===== src/rtl/result_frame_accumulator_if.sv =====
// Stream bundle for result_frame_accumulator: sample input, frame length and frame-total output.
// The accumulator takes the slave modport; the producer/consumer side takes master.
interface result_frame_accumulator_if #(
  parameter int unsigned IN_W  = 36,
  parameter int unsigned OUT_W = 44,
  parameter int unsigned CNT_W = 8
);
  logic             in_valid;
  logic [IN_W-1:0]  in_data;
  logic             in_ready;
  logic [CNT_W-1:0] frame_len;
  logic             out_valid;
  logic             out_ready;
  logic [OUT_W-1:0] out_data;
  logic [CNT_W-1:0] out_count;
  logic             overflow;

  modport master (
    output in_valid, in_data, frame_len, out_ready,
    input  in_ready, out_valid, out_data, out_count, overflow
  );

  modport slave (
    input  in_valid, in_data, frame_len, out_ready,
    output in_ready, out_valid, out_data, out_count, overflow
  );
endinterface


===== src/rtl/result_frame_accumulator.sv =====
// Sums a frame of unsigned upstream results and presents the total on a valid/ready port.
// Define RFA_SATURATE_EN to clamp the sum to all ones on overflow instead of wrapping.
module result_frame_accumulator #(
  parameter int unsigned IN_W  = 36,
  parameter int unsigned OUT_W = 44,
  parameter int unsigned CNT_W = 8
) (
  input logic                      clk,
  input logic                      rst_n,
  result_frame_accumulator_if.slave bus
);

  typedef enum logic [1:0] {StIdle, StAcc, StOut} state_e;

  state_e           state_q;
  logic [OUT_W-1:0] acc_q;
  logic [CNT_W-1:0] cnt_q;
  logic [CNT_W-1:0] len_q;
  logic             ovf_q;
  logic             in_ready_q;
  logic             out_valid_q;

  logic             accept;
  logic [CNT_W-1:0] len_eff;
  logic [CNT_W-1:0] cnt_inc;
  logic [OUT_W:0]   sum;

  always_comb begin
    accept  = bus.in_valid & in_ready_q;
    len_eff = (bus.frame_len == '0) ? CNT_W'(1) : bus.frame_len;
    cnt_inc = cnt_q + CNT_W'(1);
    // One extra bit so the carry out of the accumulator is visible.
    sum     = {1'b0, acc_q} + (OUT_W + 1)'(bus.in_data);
  end

  always_ff @(posedge clk or negedge rst_n) begin
    if (!rst_n) begin
      state_q     <= StIdle;
      acc_q       <= '0;
      cnt_q       <= '0;
      len_q       <= '0;
      ovf_q       <= 1'b0;
      in_ready_q  <= 1'b0;
      out_valid_q <= 1'b0;
    end else begin
      unique case (state_q)
        StIdle: begin
          in_ready_q <= 1'b1;
          if (accept) begin
            acc_q <= OUT_W'(bus.in_data);
            cnt_q <= CNT_W'(1);
            len_q <= len_eff;
            ovf_q <= 1'b0;
            if (len_eff == CNT_W'(1)) begin
              state_q     <= StOut;
              in_ready_q  <= 1'b0;
              out_valid_q <= 1'b1;
            end else begin
              state_q <= StAcc;
            end
          end
        end
        StAcc: begin
          if (accept) begin
`ifdef RFA_SATURATE_EN
            // Once clamped, any further nonzero add carries again, so the clamp holds.
            acc_q <= sum[OUT_W] ? '1 : sum[OUT_W-1:0];
`else
            acc_q <= sum[OUT_W-1:0];
`endif
            ovf_q <= ovf_q | sum[OUT_W];
            cnt_q <= cnt_inc;
            if (cnt_inc == len_q) begin
              state_q     <= StOut;
              in_ready_q  <= 1'b0;
              out_valid_q <= 1'b1;
            end
          end
        end
        StOut: begin
          if (bus.out_ready) begin
            state_q     <= StIdle;
            in_ready_q  <= 1'b1;
            out_valid_q <= 1'b0;
          end
        end
        default: begin
          state_q     <= StIdle;
          in_ready_q  <= 1'b0;
          out_valid_q <= 1'b0;
        end
      endcase
    end
  end

  assign bus.in_ready  = in_ready_q;
  assign bus.out_valid = out_valid_q;
  assign bus.out_data  = acc_q;
  assign bus.out_count = cnt_q;
  assign bus.overflow  = ovf_q;

endmodule

===== src/flat_wrapper.sv =====
// flat-port wrapper written by rule: the top's interface ports become plain ports
module result_frame_accumulator_flat 
#(
  parameter int unsigned IN_W  = 36,
  parameter int unsigned OUT_W = 44,
  parameter int unsigned CNT_W = 8
)
  (clk, rst_n, bus_in_valid, bus_in_data, bus_frame_len, bus_out_ready, bus_in_ready, bus_out_valid, bus_out_data, bus_out_count, bus_overflow);
  result_frame_accumulator_if #(.IN_W(IN_W), .OUT_W(OUT_W), .CNT_W(CNT_W)) bus_i ();
  input logic clk;
  input logic rst_n;
  input wire logic [$bits(bus_i.in_valid)-1:0] bus_in_valid;
  input wire logic [$bits(bus_i.in_data)-1:0] bus_in_data;
  input wire logic [$bits(bus_i.frame_len)-1:0] bus_frame_len;
  input wire logic [$bits(bus_i.out_ready)-1:0] bus_out_ready;
  output wire logic [$bits(bus_i.in_ready)-1:0] bus_in_ready;
  output wire logic [$bits(bus_i.out_valid)-1:0] bus_out_valid;
  output wire logic [$bits(bus_i.out_data)-1:0] bus_out_data;
  output wire logic [$bits(bus_i.out_count)-1:0] bus_out_count;
  output wire logic [$bits(bus_i.overflow)-1:0] bus_overflow;
  assign bus_i.in_valid = bus_in_valid;
  assign bus_i.in_data = bus_in_data;
  assign bus_i.frame_len = bus_frame_len;
  assign bus_i.out_ready = bus_out_ready;
  assign bus_in_ready = bus_i.in_ready;
  assign bus_out_valid = bus_i.out_valid;
  assign bus_out_data = bus_i.out_data;
  assign bus_out_count = bus_i.out_count;
  assign bus_overflow = bus_i.overflow;
  result_frame_accumulator #(.IN_W(IN_W), .OUT_W(OUT_W), .CNT_W(CNT_W)) u_core (.clk(clk), .rst_n(rst_n), .bus(bus_i));
endmodule

===== config.mk =====
export PLATFORM = sky130hd
export DESIGN_NAME = result_frame_accumulator_flat
export DESIGN_NICKNAME = d
export VERILOG_FILES = /design/src/rtl/result_frame_accumulator_if.sv /design/src/rtl/result_frame_accumulator.sv /design/src/flat_wrapper.sv
export SDC_FILE = /design/constraint.sdc
export NUM_CORES = 1
export LEC_CHECK = 0
export ABC_AREA = 1
export CAP_MARGIN = 40
export CORE_UTILIZATION = 40
export DETAILED_ROUTE_END_ITERATION = 7
export DONT_BUFFER_PORTS = 1
export PLACE_DENSITY = 0.56
export SLEW_MARGIN = 5
export SYNTH_ARGS = -nofsm -noshare
export SYNTH_HDL_FRONTEND = slang
export SYNTH_SLANG_ARGS = --single-unit

===== constraint.sdc =====
create_clock -name clk -period 5.7 [get_ports clk]
set_clock_uncertainty 0.1 [all_clocks]
set_input_delay 1.425 -clock clk [delete_from_list [all_inputs] [get_ports clk]]
set_output_delay 1.425 -clock clk [all_outputs]
set_load 0.01 [all_outputs]

==> results.md, run 1 <==
* R2R setup slack at about 3.1 ns
* GRT Total Usage at 0.254
* Area growth from synthesis to layout at 8.22%
* Comb pwr share at 0.580
* WS Path Type: primary input to flip-flop
* Crit-path most repeated cell: nand2_1
* Vias at 6,563
* GPL Wtd Cong at about 0.93
* Lkg Pwr at 4.18 nW
* Detail Route Antenna Nets at 0
* Clock power frac at 0.169
* Critical-path cell list: ha_1 -> inv_1 -> fa_1 -> inv_1 -> nand3_1 -> nand3_1 -> nand2_1 -> nand2_2 -> nand2_1 -> nand2_1 -> nand2_1 -> nand3_1 -> nand2_1 -> o21ai_1 -> nand2_1
* Post-CTS resize count at 0
* Worst-margin pin slew at about 0.76 ns
* Max Fclk at 314 MHz
* Most frequent cells in the layout: 462 x nand2_1, 184 x inv_1, 106 x nor2_1
* Hold_buf cts at 0
* Run status: complete, no violations
* Reg clk slew, reported paths at 0.07 ns
* ANT cells at 0
* Pin count of the biggest net entering global routing at between 60 and 70
* Met3 Track Usage GR at 0.0652
* Post-Synthesis Cells at between 1,000 and 1,500
* Largest cells by area after synthesis: nand2_1 27%, dfrtp_1 25%, inv_1 11%
* Sequential Power Share at 0.251
* Fraction of the mapped netlist area in simple logic gates at 0.443
* Crit path to: u_core.bus.out_data[28]$_DFFE_PN0P_
* Leading cell type in the layout, fill and taps excluded: nand2_1
* I/O pin count at 103
* Final Non-Filler Cells at 1,341
* Final period util at 0.558
* Vias/cell at 4.89
* Startpoint types: primary input
* Post-synthesis compound-gate area fraction at 0.0880
* Multiplexer area fraction after synthesis at 0
* Max incr delay on CP at 0.38 ns
* Syn Area/Cell at 5.78 um2
* Reg2reg end: u_core.bus.out_data[28]$_DFFE_PN0P_
* Slowest library cell on the worst path: fa_1
* Share of layout cells above drive strength 1 at 0.0462
* Filler cells at approximately 1,800
* CTS buffer count at 9
* Final wirelength at 20.2 mm
* Critical path depth at 15
* # Post-CTS Setup Buffers at 0
* Core area at 15,900 um2
* Met1 GRT Util at 0.330
* Clk_lat worst skew at roughly 0.35 ns
* Sw Pwr at 1.87 mW
* Multi-input gate area at 4080 um2
* Residual DRC at 0
* #FFs+latches synth at 65
* Placed instance count at roughly 1,300
* Die Y at 129 um
* Initial antenna violation count at 0
* Crit path DAT at 3.32 ns
* DRT Pass-1 Iters at 5
* Crit path from: bus_in_data[0]
* Crit end category: flip-flop
* Gr ovfl total at 0
* Synth top area share at 0.267
* Worst VDD drop at around 0.17 mV
* Internal at approximately 1.7 mW
* Hold Vio Cnt, Final at 0
* Core Rows at 46
* Max clock buf depth at 2
* Sequential fraction of the synthesis area at 0.250
* Yosys warns at 0
* Min-delay worst type: flip-flop to flip-flop
* Clk sink count at 65
* Largest family of logic cells by synthesized area: simple AND/OR/NAND/NOR gates
* Fin crit period at 3.18 ns
* Max_cap viols at 0
* Worst r2r src: u_core.bus.out_data[0]$_DFFE_PN0P_
* Initial drt markers at 405
* Yosys cell types at 38
* Synth Area in XOR/XNOR at 0.0216
* R2R cell count at 15
* RSZ-0062 raised after global routing: no
* Max_slew headroom at 0.495
* Root buf cell: clkbuf_16
* Die X at 129 um
* Synth Net Count at 1,210
* Grt met2 use at 0.405
* Wire length per cell at 15.1 um
* Largest area contributor in the netlist: nand2_1
* Initial core utilization at 0.409
* Adder-cell share of the synthesized area at 0.0743
* I/O Buffers at 0
* H-tree levels at 3
* Gr busiest metal: met2
* Final Max Tran Viols at 0
* Storage element area at 1630 um2
* Hpwl dp at about 16 mm
* Sw frac at 0.529
* Post-route setup TNS at 0 ns
* CTS tree: done
* Family with the most delay on the worst path: simple AND/OR/NAND/NOR gates
* Number of global-route vias before repair at 6,249
* Global-route wire length before repair at approximately 32 mm
* Mapped Area at ~6500 um2
* Die ar. at 16,800 um2
* Final setup vio count at 0
* WP buf/inv at 2
* Nets at 1,206
* Critical path required time at between 5 and 6 ns
* Power per Cell Area at ~500 nW/um2
* CP max FO at 4
-- worst min path at each step --
stage,startpoint,endpoint,slack [ns],cells past startpoint
5_1_grt,u_core.len_q[5]$_DFFE_PN0P_,u_core.len_q[5]$_DFFE_PN0P_,0.44,2
6_report,u_core.len_q[5]$_DFFE_PN0P_,u_core.len_q[5]$_DFFE_PN0P_,0.40,2
4_1_cts,u_core.len_q[5]$_DFFE_PN0P_,u_core.len_q[5]$_DFFE_PN0P_,0.41,2
2_1_floorplan,u_core.len_q[3]$_DFFE_PN0P_,u_core.len_q[3]$_DFFE_PN0P_,0.36,2
3_5_place_dp,u_core.len_q[5]$_DFFE_PN0P_,u_core.len_q[5]$_DFFE_PN0P_,0.40,2
3_3_place_gp,u_core.len_q[1]$_DFFE_PN0P_,u_core.len_q[1]$_DFFE_PN0P_,0.39,2
-- logic make-up after synthesis --
kind of cell,after synthesis
compound gates,104
xor+xnor,16
fa+ha+maj,38
buf+inv,206
flops,65
simple gates,695
-- power groups by stage --
stage / sequential, mW / combinational [mW] / clock (mW)
6_report: 0.889 / 2.05 / 0.598
5_1_grt: 0.916 / 2.34 / 0.631
4_1_cts: 0.893 / 2.05 / 0.612
3_5_place_dp: 0.900 / 2.03 / 0
3_3_place_gp: 0.898 / 2.03 / 0
2_1_floorplan: 0.828 / 1.57 / 0
-- per-stage QoR --
step                      area, um2  setup WS, ns   util  power [mW]  hold slack (ns)
after detailed placement       6730          2.20  0.423        2.93            0.395
after floorplan                6500          2.55      -        2.40            0.355
final                          7030          2.52  0.443        3.53            0.404
after global placement         6700          2.21  0.422        2.93            0.391
after global routing           7030          2.30  0.443        3.88            0.440
after CTS                      7030          2.56  0.443        3.55            0.412
-- metal layers --
metal / vias up / routed length [um]
met5: - / 0
met4: 0 / 527
met3: 31 / 1330
met2: 166 / 8920
met1: 2900 / 9440
li1: 3466 / -
-- tightest hold or removal path, delay by kind of cell (launching register included) --
family,cells,cell delay [ns]
simple gates,1,0.05
flops,1,0.36
compound gates,1,0.06
-- cell type report --
type / instances / area share
Sequential cell: 65 / 0.231
Multi-Input combinational cell: 853 / 0.580
Clock buffer: 9 / 0.0320
Tap cell: 216 / 0.0384
Inverter: 188 / 0.100
Clock inverter: 7 / 0.0119
Timing Repair Buffer: 3 / 0.00605
-- cell usage after synthesis --
| cell type | instances |
|---|---|
| a22o_1 | 1 |
| nand3b_1 | 4 |
| o21bai_1 | 5 |
| nor2_4 | 3 |
| o21ai_0 | 33 |
| nand2_2 | 8 |
| clkbuf_1 | 10 |
| nor4_1 | 3 |
| clkinv_1 | 2 |
| buf_6 | 2 |
| o21ai_1 | 7 |
| and2_1 | 3 |
| a21oi_1 | 43 |
| dfrtp_1 | 65 |
| xor2_1 | 7 |
| nor2_1 | 106 |
| nand3_1 | 73 |
| nand4_1 | 7 |
| nor3_2 | 3 |
| fa_1 | 1 |
| o311ai_1 | 1 |
| a21o_1 | 1 |
| nand2_1 | 462 |
| o221ai_1 | 1 |
| ha_1 | 37 |
| nand3_2 | 5 |
| and2_4 | 1 |
| or2_2 | 1 |
| nor3_1 | 6 |
| inv_2 | 2 |
| nor2_2 | 10 |
| buf_2 | 5 |
| o21a_1 | 1 |
| o211ai_1 | 7 |
| buf_4 | 1 |
| inv_1 | 184 |
| o22ai_1 | 4 |
| xnor2_1 | 9 |
-- sequential cells by signal, indices dropped and copies added, names as in the netlist --
| register | count |
|---|---|
| u_core.bus.out_count | 8 |
| u_core.len_q | 8 |
| u_core.bus.out_data | 44 |
| u_core.bus.in_ready | 1 |
| u_core.bus.out_valid | 1 |
| u_core.state_q | 2 |
| u_core.bus.overflow | 1 |
No activity file was read; power rests on OpenSTA's default activity.
==> run 2, diff against run 1 <==
- PLACE_DENSITY: 0.56 -> 0.58
- clock period: 5.7 -> 2.6 ns (I/O delays scaled with it)
==> results.md, run 2 (same netlist as run 1, synthesis figures left out) <==
* Final period util at 0.928
* Initial drt markers at 443
* Lkg Pwr at 4.32 nW
* Core Rows at 46
* Global-route wire length before repair at 33.4 mm
* Max clock buf depth at 2
* Gr ovfl total at 0
* RSZ-0062 raised after global routing: no
* H-tree levels at 3
* Pin count of the biggest net entering global routing at 66
* Share of layout cells above drive strength 1 at 0.0703
* Vias/cell at 4.99
* Finished Core Util at 0.457
* DP Worst Slack at -0.0155 ns
* Nets at about 1,200
* WS Path Type: flip-flop to flip-flop
* Power per Cell Area at 1110 nW/um2
* R2R setup slack at 0.19 ns
* Critical path required time at 2.75 ns
* Filler cells at roughly 1,800
* Crit path DAT at 2.56 ns
* Worst-margin pin slew at 0.436 ns
* Die Y at between 100 and 150 um
* Clk_lat worst skew at 0.36 ns
* Wire length per cell at between 15 and 20 um
* Leading cell type in the layout, fill and taps excluded: nand2_1
* Detail Route Antenna Nets at 0
* CP max FO at 4
* Max_cap viols at 0
* WP buf/inv at 2
* PnR worst setup slack at approximately 0.19 ns
* Number of flip-flops in the largest register at 44
* CTS tree: done
* I/O pin count at about 100
* DRT Pass-1 Iters at 5
* Hold Vio Cnt, Final at 0
* R2R cell count at 15
* Number of global-route vias before repair at between 6,000 and 7,000
* Vias at 6,823
* Max Fclk at ~410 MHz
* Crit end category: flip-flop
* Die X at 129 um
* Clk sink count at 65
* Root buf cell: clkbuf_16
* Min-delay worst type: primary input to asynchronous set/reset pin
* Family with the most delay on the worst path: simple AND/OR/NAND/NOR gates
* Final Max Tran Viols at 0
* Initial core utilization at 0.409
* Worst r2r src: u_core.bus.out_data[0]$_DFFE_PN0P_
* Reg2reg end: u_core.bus.out_data[32]$_DFFE_PN0P_
* Final wirelength at between 20 and 25 mm
* I/O Buffers at 0
* Startpoint types: flip-flop
* Max incr delay on CP at 0.42 ns
* Max_slew headroom at 0.709
* Slowest library cell on the worst path: dfrtp_1
* Initial antenna violation count at 0
* Storage element area at 1630 um2
* Most frequent cells in the layout: 461 x nand2_1, 184 x inv_1, 106 x nor2_1
* Final setup vio count at 0
* Core area at 15,900 um2
* Die ar. at 16,800 um2
* Design Power at 8.04 mW
* CTS buffer count at 9
* Area growth from synthesis to layout at 11.6%
* Hpwl dp at 16.2 mm
* Crit-path most repeated cell: nand2_1
* Worst VDD drop at 0.401 mV
* Fin crit period at 2.41 ns
* Run status: complete, no violations
* GPL Wtd Cong at around 0.93
* ANT cells at 0
* Reg clk slew, reported paths at ~0.07 ns
* Residual DRC at 0
* Multi-input gate area at 4090 um2
* GRT Total Usage at 0.261
* # Post-CTS Setup Buffers at 0
* Critical-path cell list: ha_1 -> inv_1 -> fa_1 -> inv_1 -> nand3_1 -> nand3_2 -> nand2_1 -> nand2_2 -> nand2_1 -> nand2_1 -> nand3_1 -> nand3_1 -> nand3_1 -> nand2_1 -> nand2_1
[run 2: cell types whose count changed in the layout (fill, tap and decap cells not counted), sizes merged]
cell / delta
buf: +27
[run 2: metrics by stage]
step	instance area (um2)	setup TNS, ns	cells	hold slack (ns)
2_1_floorplan	6500	0	1124	0.254
3_3_place_gp	6910	0	1351	0.257
3_5_place_dp	6910	-0.0155	1351	0.258
4_1_cts	7250	0	1368	0.104
5_1_grt	7250	0	1368	0.114
6_report	7250	0	1368	0.0667
[run 2: worst max-delay path by stage]
stage,startpoint,endpoint,slack [ns],depth (start not counted)
2_1_floorplan,bus_in_data[0],u_core.bus.out_data[28]$_DFFE_PN0P_,0.22,15
3_3_place_gp,bus_in_data[0],u_core.bus.out_data[32]$_DFFE_PN0P_,0.04,15
3_5_place_dp,bus_in_data[0],u_core.bus.out_data[32]$_DFFE_PN0P_,-0.02,15
4_1_cts,u_core.bus.out_data[0]$_DFFE_PN0P_,u_core.bus.out_data[32]$_DFFE_PN0P_,0.16,15
5_1_grt,u_core.bus.out_data[6]$_DFFE_PN0P_,u_core.bus.out_data[29]$_DFFE_PN0P_,0.006,12
6_report,u_core.bus.out_data[0]$_DFFE_PN0P_,u_core.bus.out_data[32]$_DFFE_PN0P_,0.19,15
[run 2: repair_timing]
action | in CTS | in global routing
hold buffers | 1 | 0
gates resized for setup | 0 | 2
endpoints found under the setup margin | 0 | 6
hold endpoints to repair | 65 | 0
[run 2: report_power, final]
group	internal [mW]	switching [mW]	leakage (nW)
combinational	1.71	3.08	3.40
sequential	1.36	0.565	0.779
clock	0.759	0.569	0.147
[run 2: area by class of cell]
cell class,count,share of cell area
sequential,65,0.224
inverter,188,0.0973
clock inverter,7,0.0112
timing repair buffer,30,0.0355
tap,216,0.0373
clock buffer,9,0.0310
multi-input combinational,853,0.563
[run 2: routing by layer]
metal  share of wire  global-route usage  routed length [um]
met5               0                   0                   0
met4           0.019              0.0828                 399
met3           0.073              0.0516                1520
met2            0.46               0.438                9480
met1            0.45               0.336                9360
==> run 3, diff against run 2 <==
- CORE_MARGIN: not set -> 5
==> results.md, run 3 (same netlist as run 1, synthesis figures left out) <==
* Final Non-Filler Cells at 1,366
* Final period util at 0.911
* Final setup vio count at 0
* RSZ-0062 raised after global routing: no
* Hpwl dp at about 16 mm
* Fin crit period at 2.37 ns
* Leading cell type in the layout, fill and taps excluded: nand2_1
* H-tree levels at 3
* Worst r2r src: u_core.bus.out_data[9]$_DFFE_PN0P_
* Pin count of the biggest net entering global routing at 66
* GPL Wtd Cong at between 1 and 1.5
* Wire length per cell at about 15 um
* Max clock buf depth at 2
* Share of layout cells above drive strength 1 at 0.0704
* GRT Total Usage at 0.233
* CTS tree: done
* Slowest library cell on the worst path: dfrtp_1
* Die ar. at 18,900 um2
* PnR worst setup slack at 0.230 ns
* Placed instance count at 1,349
* Number of flip-flops in the largest register at 44
* Min-delay worst type: primary input to asynchronous set/reset pin
* Power per Cell Area at approximately 1100 nW/um2
* DP Area at around 7000 um2
* Post-route setup TNS at 0 ns
* Critical path required time at 2.74 ns
* CTS buffer count at 9
* Initial antenna violation count at 0
* Area growth from synthesis to layout at 11.6%
* Crit end category: flip-flop
* DRT Pass-1 Iters at 5
* Initial core utilization at 0.409
* Root buf cell: clkbuf_16
* Lkg Pwr at 4.31 nW
* Global-route wire length before repair at 34.3 mm
* I/O pin count at 103
* R2R setup slack at 0.23 ns
* Nets at around 1,200
* Reg clk slew, reported paths at 0.07 ns
* Gr ovfl total at 0
* Crit-path most repeated cell: nand2_1
* Max Fclk at roughly 420 MHz
* Final wirelength at 21.1 mm
* Startpoint types: flip-flop
* Core Rows at 46
* Run status: complete, no violations
* Hold Vio Cnt, Final at 0
* Residual DRC at 0
* Vias/cell at 4.96
* Critical-path cell list: ha_1 -> nand2_1 -> nor2_1 -> nand3_1 -> nand3_1 -> nand2_1 -> nand2_1 -> nand2_1 -> nand3_1 -> nand3_1 -> nand2_1 -> nand2_1
* Reg2reg end: u_core.bus.out_data[26]$_DFFE_PN0P_
* Design Area, Final at between 7000 and 8000 um2
* Crit path DAT at 2.51 ns
* Initial drt markers at around 330
* Worst-margin pin slew at 0.591 ns
* CP max FO at 4
* Core area at roughly 16,000 um2
* # Post-CTS Setup Buffers at 0
* Final Max Tran Viols at 0
* Vias at 6,778
* DP Worst Slack at 0.00322 ns
* Detail Route Antenna Nets at 0
* Max_slew headroom at 0.603
* Max incr delay on CP at 0.44 ns
* ANT cells at 0
* I/O Buffers at 0
* Number of global-route vias before repair at 6,632
* Worst VDD drop at 0.468 mV
* Die Y at 137 um
* Max_cap viols at 0
* Most frequent cells in the layout: 460 x nand2_1, 184 x inv_1, 106 x nor2_1
* R2R cell count at 12
* WS Path Type: flip-flop to flip-flop
* Clk_lat worst skew at 0.35 ns
* Clk sink count at 65
* Die X at 137 um
==> run 3: cell count changes in the layout (fill, tap and decap cells not counted) <==
cell | before | now
nand2_1 | 461 | 460
dfrtp_2 | 0 | 1
dfrtp_1 | 65 | 64
buf_12 | 1 | 2
inv_6 | 4 | 5
clkinv_4 | 1 | 0
nand2_2 | 9 | 10
buf_4 | 28 | 25
==> run 3: power breakdown <==
group / total (mW) / switching [mW] / internal, mW
Clock: 1.32 / 0.558 / 0.761
Sequential: 1.89 / 0.534 / 1.36
Combinational: 4.82 / 3.12 / 1.70
Total: 8.03 / 4.21 / 3.82
==> run 3: layout make-up <==
class	instances	area, um2
clock buffer	9	225
clock inverter	7	81.3
fill	1763	8630
inverter	188	706
multi-input combinational	853	4090
sequential	65	1630
tap	216	270
timing repair buffer	28	255
==> run 3: worst max path at each step <==
stage | endpoint | start | slack, ns
floorplan | u_core.bus.out_data[28]$_DFFE_PN0P_ | bus_in_data[0] | 0.22
finish | u_core.bus.out_data[26]$_DFFE_PN0P_ | u_core.bus.out_data[9]$_DFFE_PN0P_ | 0.23
CTS | u_core.bus.out_data[32]$_DFFE_PN0P_ | u_core.bus.out_data[0]$_DFFE_PN0P_ | 0.17
global placement | u_core.bus.out_data[32]$_DFFE_PN0P_ | bus_in_data[0] | 0.03
detailed placement | u_core.bus.out_data[32]$_DFFE_PN0P_ | bus_in_data[0] | 0.003
global route | u_core.bus.out_data[28]$_DFFE_PN0P_ | u_core.bus.out_data[0]$_DFFE_PN0P_ | 0.03
==> run 3: per-layer routing <==
metal | wire (um) | global-route usage | up-vias
met5 | 0 | 0 | -
met1 | 9530 | 0.305 | 3014
met4 | 617 | 0.0815 | 0
li1 | - | - | 3528
met3 | 1600 | 0.0636 | 40
met2 | 9400 | 0.371 | 196
==> run 3: worst max-delay path, delay by kind of cell (launching register included) <==
family,cells,cell delay [ns]
DFF,1,0.44
adders and majority gates,1,0.41
and+or+nand+nor,11,1.31
==> run 3: repair_timing <==
action                                  4_1_cts  5_1_grt
hold buffers                                  1        0
gates resized for setup                       0        4
endpoints found under the setup margin        0        7
endpoints found under the hold margin        65        0
==> run 3: stage by stage <==
stage	power (mW)	hold WS [ns]	util
after floorplan	5.26	0.254	-
after global placement	6.63	0.258	0.435
after detailed placement	6.64	0.258	0.435
after CTS	8.03	0.0993	0.456
after global routing	8.83	0.118	0.457
final	8.03	0.0771	0.457
